--- config.mk ---
export PLATFORM = sky130hd
export DESIGN_NAME = raise_flat
export DESIGN_NICKNAME = d
export VERILOG_FILES = /design/src/rtl/raise_pkg.sv /design/src/rtl/raise_if.sv /design/src/rtl/raise_delay.sv /design/src/rtl/raise.sv /design/src/flat_wrapper.sv
export SDC_FILE = /design/constraint.sdc
export NUM_CORES = 1
export LEC_CHECK = 0
export ABC_AREA = 1
export CORE_ASPECT_RATIO = 1.2
export CORE_MARGIN = 2
export CORE_UTILIZATION = 56
export CTS_BUF_LIST = sky130_fd_sc_hd__clkbuf_2 sky130_fd_sc_hd__clkbuf_4 sky130_fd_sc_hd__clkbuf_8
export CTS_CLUSTER_SIZE = 10
export DETAILED_ROUTE_END_ITERATION = 8
export PLACE_DENSITY = 0.87
export RECOVER_POWER = 25
export SLEW_MARGIN = 10
export SYNTH_ARGS = -nofsm -noshare
export SYNTH_HDL_FRONTEND = slang
export SYNTH_HIERARCHICAL = 1
export SYNTH_SLANG_ARGS = --single-unit
--- constraint.sdc ---
create_clock -name clk -period 3 [get_ports clk]
set_clock_uncertainty 0.2 [all_clocks]
set_input_delay 0.75 -clock clk [delete_from_list [all_inputs] [get_ports clk]]
set_output_delay 0.75 -clock clk [all_outputs]
set_load 0.02 [all_outputs]
--- src/rtl/raise_pkg.sv ---
// Shared types, default configuration and derived-constant helpers for the
// raise shift-control sequencer.
package raise_pkg;

    // Default configuration of the NABP filter-mapper / line-buffer pipeline.
    localparam int IMAGE_SIZE_DEF    = 8;
    localparam int FILL_CNT_INIT_DEF = 3;
    localparam int ACCU_WIDTH_DEF    = 8;
    localparam int ACCU_FRAC_DEF     = 4;

    // Sequencer phases.
    typedef enum logic [1:0] {
        READY     = 2'd0,
        FILL      = 2'd1,
        FILL_DONE = 2'd2,
        SHIFT     = 2'd3
    } state_e;

    // Shift phase counts down from here; it lasts image_size-1 cycles.
    function automatic int shift_cnt_init(input int image_size);
        return image_size - 2;
    endfunction

    // Down-counter must hold both the fill and the shift start values.
    function automatic int cnt_width(input int image_size, input int fill_init);
        int w;
        w = 1;
        if ($clog2(image_size - 1) > w) w = $clog2(image_size - 1);
        if ($clog2(fill_init + 1) > w)  w = $clog2(fill_init + 1);
        return w;
    endfunction

    // Legal configuration: last PE tap inside the image, integer field present.
    function automatic bit config_ok(input int image_size, input int fill_init,
                                     input int accu_width, input int accu_frac);
        return (image_size >= 2) && (fill_init >= 0) &&
               (fill_init <= image_size - 1) &&
               (accu_frac >= 0) && (accu_frac < accu_width);
    endfunction

    localparam int SHIFT_CNT_INIT = shift_cnt_init(IMAGE_SIZE_DEF);
    localparam int CNT_WIDTH      = cnt_width(IMAGE_SIZE_DEF, FILL_CNT_INIT_DEF);

endpackage

--- src/rtl/raise_if.sv ---
// Handshake bundle between state control, the sequencer, the mapper,
// the line buffer and the PE array.
interface raise_if
    import raise_pkg::*;
#(
    parameter int ACCU_WIDTH = ACCU_WIDTH_DEF
);
    logic                  sc_fill_kick;
    logic                  sc_shift_kick;
    logic [ACCU_WIDTH-1:0] sc_accu_base;
    logic                  sc_fill_done;
    logic                  sc_shift_done;
    logic                  mp_kick;
    logic                  mp_done;
    logic                  mp_shift_en;
    logic                  lb_clear;
    logic                  lb_shift_en;
    logic                  sw_pe_kick;

    // State-control side: issues kicks, observes the sequencer outputs.
    modport master (
        output sc_fill_kick, sc_shift_kick, sc_accu_base,
        input  sc_fill_done, sc_shift_done, mp_kick, mp_done,
               mp_shift_en, lb_clear, lb_shift_en, sw_pe_kick
    );

    // Sequencer side.
    modport slave (
        input  sc_fill_kick, sc_shift_kick, sc_accu_base,
        output sc_fill_done, sc_shift_done, mp_kick, mp_done,
               mp_shift_en, lb_clear, lb_shift_en, sw_pe_kick
    );
endinterface

--- src/rtl/raise_delay.sv ---
// Fixed-depth delay line with asynchronous clear, used to retime kicks,
// shift enables and done strobes.
module raise_delay #(
    parameter int DEPTH = 1,
    parameter int WIDTH = 1
) (
    input  logic             clk,
    input  logic             reset_n,
    input  logic [WIDTH-1:0] d_i,
    output logic [WIDTH-1:0] q_o
);
    logic [DEPTH-1:0][WIDTH-1:0] pipe_q;

    // Shift the pipe by one stage per clock; reset empties every stage.
    // NOTE: every stage is reset, not just the output, so an aborted
    // operation can never leak a stale done pulse after reset releases.
    always_ff @(posedge clk or negedge reset_n) begin
        if (!reset_n) begin
            pipe_q <= '0;
        end else begin
            pipe_q[0] <= d_i;
            for (int i = 1; i < DEPTH; i++) begin
                pipe_q[i] <= pipe_q[i-1];
            end
        end
    end

    assign q_o = pipe_q[DEPTH-1];
endmodule

--- src/rtl/raise.sv ---
// Shift-control sequencer: runs the fill phase, then a shift phase in which
// a fixed-point accumulator advances the mapper whenever the running sum
// crosses an integer pixel boundary.
module raise
    import raise_pkg::*;
#(
    parameter int IMAGE_SIZE    = IMAGE_SIZE_DEF,
    parameter int FILL_CNT_INIT = FILL_CNT_INIT_DEF,
    parameter int ACCU_WIDTH    = ACCU_WIDTH_DEF,
    parameter int ACCU_FRAC     = ACCU_FRAC_DEF
) (
    input  logic     clk,
    input  logic     reset_n,
    raise_if.slave   bus
);
    localparam int CNT_W = cnt_width(IMAGE_SIZE, FILL_CNT_INIT);
    localparam logic [CNT_W-1:0] FILL_INIT  = CNT_W'(FILL_CNT_INIT);
    localparam logic [CNT_W-1:0] SHIFT_INIT = CNT_W'(shift_cnt_init(IMAGE_SIZE));

    generate
        if (!config_ok(IMAGE_SIZE, FILL_CNT_INIT, ACCU_WIDTH, ACCU_FRAC)) begin : g_bad_cfg
            $error("raise: FILL_CNT_INIT must lie in 0..IMAGE_SIZE-1 and ACCU_FRAC < ACCU_WIDTH");
        end
    endgenerate

    state_e                state_q;
    logic [CNT_W-1:0]      cnt_q;
    logic [ACCU_WIDTH-1:0] accu_q;
    logic [ACCU_WIDTH-1:0] accu_next;
    logic                  cnt_zero;
    logic                  int_change;
    logic                  shift_kick_q;
    logic                  fill_done_l;
    logic                  shift_done_l;
    logic                  shift_en;
    logic                  fill_done_q;
    logic                  shift_done_q;
    logic                  lb_shift_en_q;

    // Accumulator step and pixel-boundary detection (wraps modulo 2^ACCU_WIDTH).
    // NOTE: every signal written here gets a value on every path, so no
    // latch can be inferred.
    always_comb begin
        accu_next  = accu_q + bus.sc_accu_base;
        int_change = accu_next[ACCU_WIDTH-1:ACCU_FRAC] != accu_q[ACCU_WIDTH-1:ACCU_FRAC];
    end

    assign cnt_zero     = (cnt_q == '0);
    assign fill_done_l  = (state_q == FILL)  && cnt_zero;
    assign shift_done_l = (state_q == SHIFT) && cnt_zero;
    // The boundary compare is still made in the last SHIFT cycle.
    assign shift_en     = (state_q == FILL) || ((state_q == SHIFT) && int_change);

    // Phase sequencing with the shared down-counter and accumulator.
    // NOTE: non-blocking assignments keep all state updates on the same edge,
    // independent of statement order.
    always_ff @(posedge clk or negedge reset_n) begin
        if (!reset_n) begin
            state_q <= READY;
            cnt_q   <= FILL_INIT;
            accu_q  <= '0;
        end else begin
            unique case (state_q)
                READY: begin
                    cnt_q  <= FILL_INIT;
                    // Half-step offset so shifts land on pixel boundaries.
                    accu_q <= bus.sc_accu_base >> 1;
                    if (bus.sc_fill_kick) state_q <= FILL;
                end
                FILL: begin
                    if (cnt_zero) state_q <= FILL_DONE;
                    else          cnt_q   <= cnt_q - CNT_W'(1);
                end
                FILL_DONE: begin
                    cnt_q <= SHIFT_INIT;
                    if (shift_kick_q) state_q <= SHIFT;
                end
                SHIFT: begin
                    if (cnt_zero) begin
                        state_q <= READY;
                    end else begin
                        cnt_q  <= cnt_q - CNT_W'(1);
                        accu_q <= accu_next;
                    end
                end
                default: state_q <= READY;
            endcase
        end
    end

    raise_delay #(.DEPTH(1)) u_kick_dly (
        .clk(clk), .reset_n(reset_n), .d_i(bus.sc_shift_kick), .q_o(shift_kick_q)
    );

    raise_delay #(.DEPTH(1)) u_en_dly (
        .clk(clk), .reset_n(reset_n), .d_i(shift_en), .q_o(lb_shift_en_q)
    );

    raise_delay #(.DEPTH(2)) u_fill_dly (
        .clk(clk), .reset_n(reset_n), .d_i(fill_done_l), .q_o(fill_done_q)
    );

    raise_delay #(.DEPTH(2)) u_shift_dly (
        .clk(clk), .reset_n(reset_n), .d_i(shift_done_l), .q_o(shift_done_q)
    );

    assign bus.mp_shift_en   = shift_en;
    assign bus.lb_shift_en   = lb_shift_en_q;
    assign bus.sc_fill_done  = fill_done_q;
    assign bus.sc_shift_done = shift_done_q;
    assign bus.mp_done       = shift_done_q;
    assign bus.sw_pe_kick    = shift_kick_q;
    // Fill kick reaches mapper and line buffer in any state.
    assign bus.mp_kick       = bus.sc_fill_kick;
    assign bus.lb_clear      = bus.sc_fill_kick;
endmodule

--- src/flat_wrapper.sv ---
// flat-port wrapper written by rule: the top's interface ports become plain ports
module raise_flat import raise_pkg::*;
#(
    parameter int IMAGE_SIZE    = IMAGE_SIZE_DEF,
    parameter int FILL_CNT_INIT = FILL_CNT_INIT_DEF,
    parameter int ACCU_WIDTH    = ACCU_WIDTH_DEF,
    parameter int ACCU_FRAC     = ACCU_FRAC_DEF
)
  (clk, reset_n, bus_sc_fill_kick, bus_sc_shift_kick, bus_sc_accu_base, bus_sc_fill_done, bus_sc_shift_done, bus_mp_kick, bus_mp_done, bus_mp_shift_en, bus_lb_clear, bus_lb_shift_en, bus_sw_pe_kick);
  raise_if #(.ACCU_WIDTH(ACCU_WIDTH)) bus_i ();
  input  logic clk;
  input  logic reset_n;
  input wire logic [$bits(bus_i.sc_fill_kick)-1:0] bus_sc_fill_kick;
  input wire logic [$bits(bus_i.sc_shift_kick)-1:0] bus_sc_shift_kick;
  input wire logic [$bits(bus_i.sc_accu_base)-1:0] bus_sc_accu_base;
  output wire logic [$bits(bus_i.sc_fill_done)-1:0] bus_sc_fill_done;
  output wire logic [$bits(bus_i.sc_shift_done)-1:0] bus_sc_shift_done;
  output wire logic [$bits(bus_i.mp_kick)-1:0] bus_mp_kick;
  output wire logic [$bits(bus_i.mp_done)-1:0] bus_mp_done;
  output wire logic [$bits(bus_i.mp_shift_en)-1:0] bus_mp_shift_en;
  output wire logic [$bits(bus_i.lb_clear)-1:0] bus_lb_clear;
  output wire logic [$bits(bus_i.lb_shift_en)-1:0] bus_lb_shift_en;
  output wire logic [$bits(bus_i.sw_pe_kick)-1:0] bus_sw_pe_kick;
  assign bus_i.sc_fill_kick = bus_sc_fill_kick;
  assign bus_i.sc_shift_kick = bus_sc_shift_kick;
  assign bus_i.sc_accu_base = bus_sc_accu_base;
  assign bus_sc_fill_done = bus_i.sc_fill_done;
  assign bus_sc_shift_done = bus_i.sc_shift_done;
  assign bus_mp_kick = bus_i.mp_kick;
  assign bus_mp_done = bus_i.mp_done;
  assign bus_mp_shift_en = bus_i.mp_shift_en;
  assign bus_lb_clear = bus_i.lb_clear;
  assign bus_lb_shift_en = bus_i.lb_shift_en;
  assign bus_sw_pe_kick = bus_i.sw_pe_kick;
  raise #(.IMAGE_SIZE(IMAGE_SIZE), .FILL_CNT_INIT(FILL_CNT_INIT), .ACCU_WIDTH(ACCU_WIDTH), .ACCU_FRAC(ACCU_FRAC)) u_core (.clk(clk), .reset_n(reset_n), .bus(bus_i));
endmodule
==> results of run 1 <==
==> per-layer routing <==
metal	global-route usage [%]	routed length, µm	up-vias
met5	0	0	-
met4	16.3	124	0
met3	4.31	202	13
met2	52.4	1950	61
met1	31.6	1510	652
li1	-	-	655
==> critical path, stage by stage <==
cell and delay [ns]:
buf_6 0.07, ha_4 0.12, inv_2 0.03, fa_2 0.34, inv_2 0.07, nand2_2 0.07, nand2_4 0.09, nand3_2 0.08
nand3_1 0.09, nand2_1 0.09, nor2_2 0.12, nand2_1 0.08, nor2_1 0.12, a21oi_2 0.08, buf_6 0.14
==> logic make-up after synthesis <==
| kind of cell | count (synthesis) |
|---|---|
| xor gates and xnor gates | 3 |
| DFF | 19 |
| and+or+nand+nor | 77 |
| adders and majority gates | 14 |
| AOI/OAI and AO/OA | 31 |
| buffers and inverters | 34 |
==> synthesized netlist by cell type, drive strengths merged <==
master  count
nor3        1
ha         13
xor2        3
nand3b      1
and2        1
nand3      16
a31oi       1
o21ai      15
inv        29
a21oi      10
fa          1
o22ai       1
nand2      40
o211ai      2
or2         1
dfrtp      17
a21boi      1
nor2       17
o221ai      1
buf         5
dfstp       2
==> worst max-delay path by stage <==
| stage | startpoint | slack, ns | to |
|---|---|---|---|
| floorplan | bus_sc_accu_base[0] | -0.06 | bus_mp_shift_en |
| global placement | bus_sc_accu_base[0] | -1.11 | bus_mp_shift_en |
| detailed placement | bus_sc_accu_base[0] | -1.20 | bus_mp_shift_en |
| CTS | bus_sc_accu_base[0] | -0.21 | bus_mp_shift_en |
| global route | bus_sc_accu_base[3] | -0.39 | bus_mp_shift_en |
| finish | bus_sc_accu_base[0] | -0.29 | bus_mp_shift_en |
==> power groups by stage <==
stage               clock (mW)  sequential (mW)  combinational [mW]
CTS                      0.140            0.472                1.55
global route             0.151            0.487                1.85
floorplan                    0            0.461               0.983
detailed placement           0            0.457                1.44
finish                   0.136            0.475                1.68
global placement             0            0.446                1.35
==> registers in the layout, summed over array words and instances (netlist names) <==
name                       count
u_core/u_shift_dly/pipe_q      1
u_core/u_en_dly/q_o            1
u_core/u_fill_dly/pipe_q       1
u_core/cnt_q                   3
u_core/u_kick_dly/q_o          1
u_core/u_shift_dly/q_o         1
u_core/state_q                 2
u_core/accu_q                  8
u_core/u_fill_dly/q_o          1
==> repair_timing <==
action / CTS / global route
hold buffers: 0 / 0
endpoints found under the setup margin: 1 / 1
pin swaps: 21 / 3
gates resized for setup: 33 / 8
setup buffers: 4 / 0
hold endpoints to repair: 0 / 0
==> area by class of cell <==
type                    instances  area, µm²
inverters                      29        111
clock buffers                   3       22.5
well taps                      31       38.8
repair buffers                 43        360
fillers                       142        404
multi-input cells             125        910
clock inverters                 1       5.00
flip-flops and latches         19        478
==> results.cfg, run 1 <==
[outcome]
outcome = complete, but fails checks
violations = negative setup slack

[worst_setup_path]
criticalPathCategory = primary input to output port
crit_required_ns = 2.05
regToRegStartpoint = u_core/accu_q[0]
reg2reg_slack_ns = 0.87
reg2regPathDepth = 13
critPathArrivalTime_ns = 2.34
crit_path_start_kind = primary input
critPathCaptureType = output port
path_max_fanout = 3
reg2reg_to = u_core/u_en_dly/q_o

[routing]
routed_wl_um = 3780
vias_per_cell = 5.50
vias = 1381
route.detailed.drc = 0
drt_iter0_markers = 49
postRouteAntennaNets = 0
first_pass_iters = 4
wl_per_cell_um = 15.1

[placed_design]
dp_hpwl_um = 2600
numPlacedInstances = 243
port_buffers = 19
place_area_um2 = 1760
gp_congestion = 0.894
dpl_worst_slack_ns = -1.20

[die]
ioPinCount = 20
coreArea_um2 = 2330
start_util_pct = 59.8
die_x_um = 49.5
die_area_um2 = 2910
rows = 19
die_y_um = 58.7

[yosys]
ys_seq_area_share_pct = 34.3
synth_mux_area_share_pct = 0
yosys.area.top_type = dfrtp_1
ys_ff_latch = 19
synthCells = 178
ys_top_cells_by_area = dfrtp_1, ha_1, nand2_1, inv_1, nand3_1
synth_top_area_share_pct = 30.5
syn_area_um2 = 1390
synthDistinctLibCells = 31
synthXorXnorAreaFrac_pct = 1.89
synth-adder-area-share_pct = 13.1
syn_nets = 204
synth-simple-area-share_pct = 26.6
synth_compound_area_share_pct = 13.2
ys_warn_count = 6
synth_top_family_by_area = simple AND/OR/NAND/NOR gates
avgSynthCellArea_um2 = 7.83

[clocking]
cts_root_buf = clkbuf_4
clk_pin_slew_worst_paths_ns = 0.12
cts_buffers = 3
cts_buffer_depth = 2
clock_latency_ns = 0.30
cts-htree-levels = 1
cts_tree = done
cts_sinks = 19

[flow_run]
maxCapViolCount = 0

[cells_and_area]
final_common_cell = nand2_1
drive_gt1_share_pct = 33.6
final_area_um2 = 1930
stdcell_count = 251
num_antenna_cells = 0
fin_util_pct = 82.7
nNetsFinal = 247
final_cell_mix = nand2_1, inv_1, buf_4
syn_to_final_growth_pct = 38.2

[global_routing]
grt_pass1_vias = 1443
grt_max_degree = 20
antenna_found_initial = 0
globalRouteOverflowTotal = 0
track_usage_pct = 28.6
grt_pass1_wl_um = 6330

[hold_path]
min_path_cells = 0
whs_endpoint = u_core/u_shift_dly/q_o
holdCritStartpoint = u_core/u_shift_dly/pipe_q[0]
min_path_type = flop to flop

[timing]
fin_crit_sh_pct = 110
worstMarginPinSlew_ns = 1.07
fin_tns_setup_ns = -0.289
fmax_mhz = 304
relSlewSlack_pct = 28.4
hold_viol_final = 0
hold_slack_ns = 0.172
rsz0062_at_grt = true
finalSetupViolCount = 1
drv_slew = 0
layout_setup_ws_ns = -0.289
min_period_ns = 3.29

[power_and_ir_drop]
power_density_nw_per_um2 = 1190
p_int_mw = 1.16
switching_share_pct = 49.4
vdd_drop_max_mv = 0.827
power_frac_comb_pct = 73.3
p_seq_share_pct = 20.7
p_leak_nw = 0.943
finalPower_mw = 2.29
pwr-share-clk_pct = 5.9
p_switching_mw = 1.13
Note: power is estimated with default switching activity, not from simulation.
==> run 2: changes to the inputs <==
--- a/config.mk
+++ b/config.mk
@@ -6,13 +6,15 @@
 export NUM_CORES = 1
 export LEC_CHECK = 0
 export ABC_AREA = 1
+export CELL_PAD_IN_SITES_DETAIL_PLACEMENT = 1
+export CELL_PAD_IN_SITES_GLOBAL_PLACEMENT = 2
 export CORE_ASPECT_RATIO = 1.2
 export CORE_MARGIN = 2
-export CORE_UTILIZATION = 56
+export CORE_UTILIZATION = 35
 export CTS_BUF_LIST = sky130_fd_sc_hd__clkbuf_2 sky130_fd_sc_hd__clkbuf_4 sky130_fd_sc_hd__clkbuf_8
 export CTS_CLUSTER_SIZE = 10
 export DETAILED_ROUTE_END_ITERATION = 8
-export PLACE_DENSITY = 0.87
+export PLACE_DENSITY = 0.92
 export RECOVER_POWER = 25
 export SLEW_MARGIN = 10
 export SYNTH_ARGS = -nofsm -noshare
==> constraint.sdc (replaced) <==
create_clock -name clk -period 4.2 [get_ports clk]
set_clock_uncertainty 0.2 [all_clocks]
set_input_delay 1.05 -clock clk [delete_from_list [all_inputs] [get_ports clk]]
set_output_delay 1.05 -clock clk [all_outputs]
set_load 0.02 [all_outputs]
==> results.cfg, run 2 (synthesized netlist as in run 1, its figures left out) <==
[clocking]
cts_root_buf = clkbuf_8
clock_latency_ns = 0.26
cts_buffer_depth = 2
clk_pin_slew_worst_paths_ns = 0.08
cts_tree = done
cts-htree-levels = 1
cts_sinks = 19
holdBufCountCts = 0
cts_buffers = 3

[global_routing]
grt_pass1_wl_um = 6180
track_usage_pct = 18.4
globalRouteOverflowTotal = 0
antenna_found_initial = 0
grt_max_degree = 20
grt_pass1_vias = 1377

[timing]
fin_crit_sh_pct = 98.0
relSlewSlack_pct = 37.3
finalSetupViolCount = 0
hold_viol_final = 0
layout_setup_ws_ns = 0.0822
hold_slack_ns = 0.160
worstMarginPinSlew_ns = 0.937
drv_slew = 0
fmax_mhz = 243
fin_tns_setup_ns = 0
min_period_ns = 4.12

[placed_design]
gp_congestion = 0.789
dp_hpwl_um = 2850
port_buffers = 19
dpl_worst_slack_ns = -0.707

[die]
rows = 25
die_y_um = 73.1
start_util_pct = 35.9
coreArea_um2 = 3880
die_x_um = 61.6
die_area_um2 = 4510
ioPinCount = 20

[outcome]
outcome = finished, final reports clean

[cells_and_area]
fin_util_pct = 47.6
largest_reg_flops = 8
num_antenna_cells = 0
final_common_cell = nand2_1
final_cell_mix = nand2_1, inv_1, dfrtp_1
largestRegisters = u_core/accu_q x8, u_core/cnt_q x3, u_core/state_q x2
nNetsFinal = 238
syn_to_final_growth_pct = 32.5
drive_gt1_share_pct = 25.6
regMostFlops = u_core/accu_q

[worst_setup_path]
reg2reg_slack_ns = 1.50
critPathCaptureType = output port
path_max_fanout = 3
crit_start = bus_sc_accu_base[3]
criticalPathCategory = primary input to output port
reg2reg_to = u_core/accu_q[6]
crit_required_ns = 2.95
cp-endpoint = bus_mp_shift_en
reg2regPathDepth = 7
critPathArrivalTime_ns = 2.87
regToRegStartpoint = u_core/state_q[1]
crit_path_start_kind = primary input

[power_and_ir_drop]
power_frac_comb_pct = 68.7
switching_share_pct = 48.3
power_density_nw_per_um2 = 818
vdd_drop_max_mv = 0.347
p_seq_share_pct = 22.6
pwr-share-clk_pct = 8.6
p_switching_mw = 0.730
finalPower_mw = 1.51
p_leak_nw = 0.904
p_int_mw = 0.780

[routing]
drt_iter0_markers = 39
vias = 1290
vias_per_cell = 4.87
wl_met2_um = 2040
m1WireLength_um = 1530
postRouteAntennaNets = 0
route.detailed.drc = 0
top_layer = met4
route.met3.wl_um = 71
first_pass_iters = 4
routed_wl_um = 3690
wl_per_cell_um = 13.9

[hold_path]
min_path_type = flop to flop

[flow_run]
maxCapViolCount = 0
-- run 2: changes by cell type in the layout (fill, tap and decap cells not counted), moves of 2 or more --
| cell | delta |
|---|---|
| clkbuf_4 | -3 |
| clkbuf_8 | +3 |
| nand2_1 | +3 |
| nand3_1 | +4 |
| nor2_1 | +2 |
| nand2_2 | -2 |
| clkdlybuf4s15_1 | -2 |
| ha_4 | -2 |
| buf_4 | -8 |
| clkdlybuf4s50_1 | +4 |
| nand3_2 | -3 |
-- run 2: cell type report --
class	count	area, µm²
Tap cell	54	67.6
Inverter	29	110
Clock inverter	1	5.00
Fill cell	522	2030
Multi-Input combinational cell	125	841
Clock buffer	3	41.3
Sequential cell	19	478
Timing Repair Buffer	34	304
-- run 2: metrics by stage --
stage | std cells | area [µm²]
final | 265 | 1850
after global routing | 265 | 1850
after CTS | 265 | 1770
after detailed placement | 260 | 1720
after global placement | 260 | 1720
after floorplan | 178 | 1390
-- run 2: routing by layer --
metal	vias up	global-route usage [%]
met3	4	2.84
li1	634	-
met5	-	0
met1	634	22.9
met2	18	31.9
met4	0	5.67
-- run 2: repair_timing --
action | CTS | global route
pin swaps | 5 | 5
resized for setup | 13 | 12
setup buffers | 1 | 0
setup endpoints to repair | 1 | 1
-- run 2: critical path, stage by stage --
cell and delay (ns):
clkdlybuf4s50_1 0.54, ha_4 0.23, buf_4 0.15, a21oi_2 0.18, nand3_1 0.12, nand2_1 0.07, nor2_1 0.04, nor2_1 0.13
nand2_1 0.07, nor2_2 0.09, a21oi_2 0.07, buf_6 0.13
-- run 2: how the worst min path moves through the flow --
stage                                 startpoint                endpoint  slack [ns]  depth (start not counted)
floorplan            u_core/u_fill_dly/pipe_q[0]   u_core/u_fill_dly/q_o        0.13                          0
detailed placement  u_core/u_shift_dly/pipe_q[0]  u_core/u_shift_dly/q_o        0.15                          0
finish              u_core/u_shift_dly/pipe_q[0]  u_core/u_shift_dly/q_o        0.16                          0
global placement    u_core/u_shift_dly/pipe_q[0]  u_core/u_shift_dly/q_o        0.14                          0
CTS                 u_core/u_shift_dly/pipe_q[0]  u_core/u_shift_dly/q_o        0.16                          0
global route        u_core/u_shift_dly/pipe_q[0]  u_core/u_shift_dly/q_o        0.18                          0
-- run 2: power by group through the flow --
stage,clock [mW],combinational [mW],sequential [mW]
after floorplan,0,0.683,0.328
after global placement,0,0.931,0.326
after detailed placement,0,0.980,0.332
after CTS,0.134,0.997,0.329
after global routing,0.146,1.17,0.352
final,0.130,1.04,0.342
==> run 3: changes to the inputs <==
--- a/config.mk
+++ b/config.mk
@@ -9,7 +9,7 @@
 export CELL_PAD_IN_SITES_DETAIL_PLACEMENT = 1
 export CELL_PAD_IN_SITES_GLOBAL_PLACEMENT = 2
 export CORE_ASPECT_RATIO = 1.2
-export CORE_MARGIN = 2
+export CORE_MARGIN = 10
 export CORE_UTILIZATION = 35
 export CTS_BUF_LIST = sky130_fd_sc_hd__clkbuf_2 sky130_fd_sc_hd__clkbuf_4 sky130_fd_sc_hd__clkbuf_8
 export CTS_CLUSTER_SIZE = 10
==> results.cfg, run 3 (synthesized netlist as in run 1, its figures left out) <==
[power_and_ir_drop]
p_leak_nw = 0.938
pwr-share-clk_pct = 8.5
switching_share_pct = 49.0
p_switching_mw = 0.761
vdd_drop_max_mv = 0.340
p_int_mw = 0.791
power_density_nw_per_um2 = 824
p_seq_share_pct = 21.9
power_frac_comb_pct = 69.6

[clocking]
clk_pin_slew_worst_paths_ns = 0.08
clock_latency_ns = 0.26
cts_sinks = 19
cts_root_buf = clkbuf_8
cts_buffer_depth = 2
cts_tree = done
holdBufCountCts = 0
cts-htree-levels = 1
cts_buffers = 3

[global_routing]
grt_max_degree = 20
use_met1_pct = 11.3
antenna_found_initial = 0
grt_pass1_wl_um = 6240
use_met2_pct = 22.8
top_usage_layer = met2
gr-usage-met3_pct = 2.52
grt_pass1_vias = 1427
globalRouteOverflowTotal = 0
track_usage_pct = 11.2

[worst_setup_path]
critPathArrivalTime_ns = 2.88
path_max_fanout = 4
critPathCaptureType = output port
crit_path_start_kind = primary input
crit_required_ns = 2.95
criticalPathCategory = primary input to output port

[timing]
fin_tns_setup_ns = 0
fmax_mhz = 242
hold_viol_final = 0
finalSetupViolCount = 0
min_period_ns = 4.13
worstMarginPinSlew_ns = 0.950
fin_crit_sh_pct = 98.4
drv_slew = 0
relSlewSlack_pct = 36.5

[placed_design]
place_area_um2 = 1720
port_buffers = 19
gp_congestion = 0.802
dp_hpwl_um = 3030

[cells_and_area]
largest_reg_flops = 8
final_cell_mix = nand2_1, inv_1, buf_4, dfrtp_1, nor2_1
regMostFlops = u_core/accu_q
final_area_um2 = 1880
fin_util_pct = 48.6
final_common_cell = nand2_1
num_antenna_cells = 0
nNetsFinal = 239
drive_gt1_share_pct = 26.9
fillers = 504
largestRegisters = u_core/accu_q x8, u_core/cnt_q x3, u_core/state_q x2
syn_to_final_growth_pct = 35.2

[hold_path]
min_path_type = flop to flop

[routing]
drt_iter0_markers = 53
vias_per_cell = 4.94
route.detailed.drc = 0
first_pass_iters = 4
routed_wl_um = 4150
postRouteAntennaNets = 0
vias = 1315
wl_per_cell_um = 15.6

[die]
rows = 25
coreArea_um2 = 3880
die_area_um2 = 6920
die_x_um = 77.6
ioPinCount = 20
die_y_um = 89.1
start_util_pct = 35.9

[flow_run]
maxCapViolCount = 0

[outcome]
outcome = finished, final reports clean
==> run 3: worst paths after layout <==
kind	cells past startpoint	slack, ns	start	endpoint
min in group asynchronous	1	1.19	reset_n	u_core/u_kick_dly/q_o
hold / removal	0	0.15	u_core/u_shift_dly/pipe_q[0]	u_core/u_shift_dly/q_o
hold reg to reg	0	0.15	u_core/u_shift_dly/pipe_q[0]	u_core/u_shift_dly/q_o
setup / recovery	12	0.07	bus_sc_accu_base[5]	bus_mp_shift_en
max in group asynchronous	1	2.04	reset_n	u_core/state_q[0]
setup reg to reg	7	1.59	u_core/state_q[0]	u_core/accu_q[6]
==> run 3: timing repair <==
item,CTS,global route
resized for setup,14,15
buffers inserted,2,0
setup endpoints to repair,1,1
pin swaps,5,8
==> run 3: worst max-delay path, stage by stage <==
cell and delay [ns]:
clkdlybuf4s50_1 0.53, ha_4 0.23, nand2_1 0.11, inv_1 0.07, a21oi_2 0.18, buf_4 0.14
nand3_1 0.06, nand3_1 0.09, nand2_1 0.06, nor2_1 0.12, a21oi_2 0.07, buf_4 0.16
==> run 3: power by group through the flow <==
stage                     sequential, mW  clock [mW]  combinational, mW
after floorplan                    0.328           0              0.683
after global placement             0.326           0              0.934
after detailed placement           0.332           0              0.985
after CTS                          0.329       0.135               1.02
after global routing               0.349       0.144               1.21
final                              0.340       0.131               1.08
==> run 3: area by class of cell <==
cell class              instances  area, µm²  area share (%)
clock buffers                   3       41.3            2.19
clock inverters                 1       5.00           0.266
inverters                      29        110            5.84
multi-input cells             125        866            45.9
flip-flops and latches         19        478            25.4
well taps                      54       67.6            3.59
repair buffers                 35        317            16.8
==> run 3: per-stage QoR <==
stage / instances / total power, mW / hold WS (ns) / setup slack, ns
2_1_floorplan: 178 / 1.01 / 0.131 / 0.352
3_3_place_gp: 260 / 1.26 / 0.139 / -0.618
3_5_place_dp: 260 / 1.32 / 0.141 / -0.695
4_1_cts: 266 / 1.48 / 0.160 / 0.0121
5_1_grt: 266 / 1.70 / 0.161 / -0.0314
6_report: 266 / 1.55 / 0.155 / 0.0689
==> run 3: per-layer routing <==
| layer | wire (µm) | vias up |
|---|---|---|
| li1 | - | 634 |
| met4 | 48 | 0 |
| met3 | 107 | 6 |
| met2 | 2320 | 19 |
| met1 | 1670 | 656 |
| met5 | 0 | - |
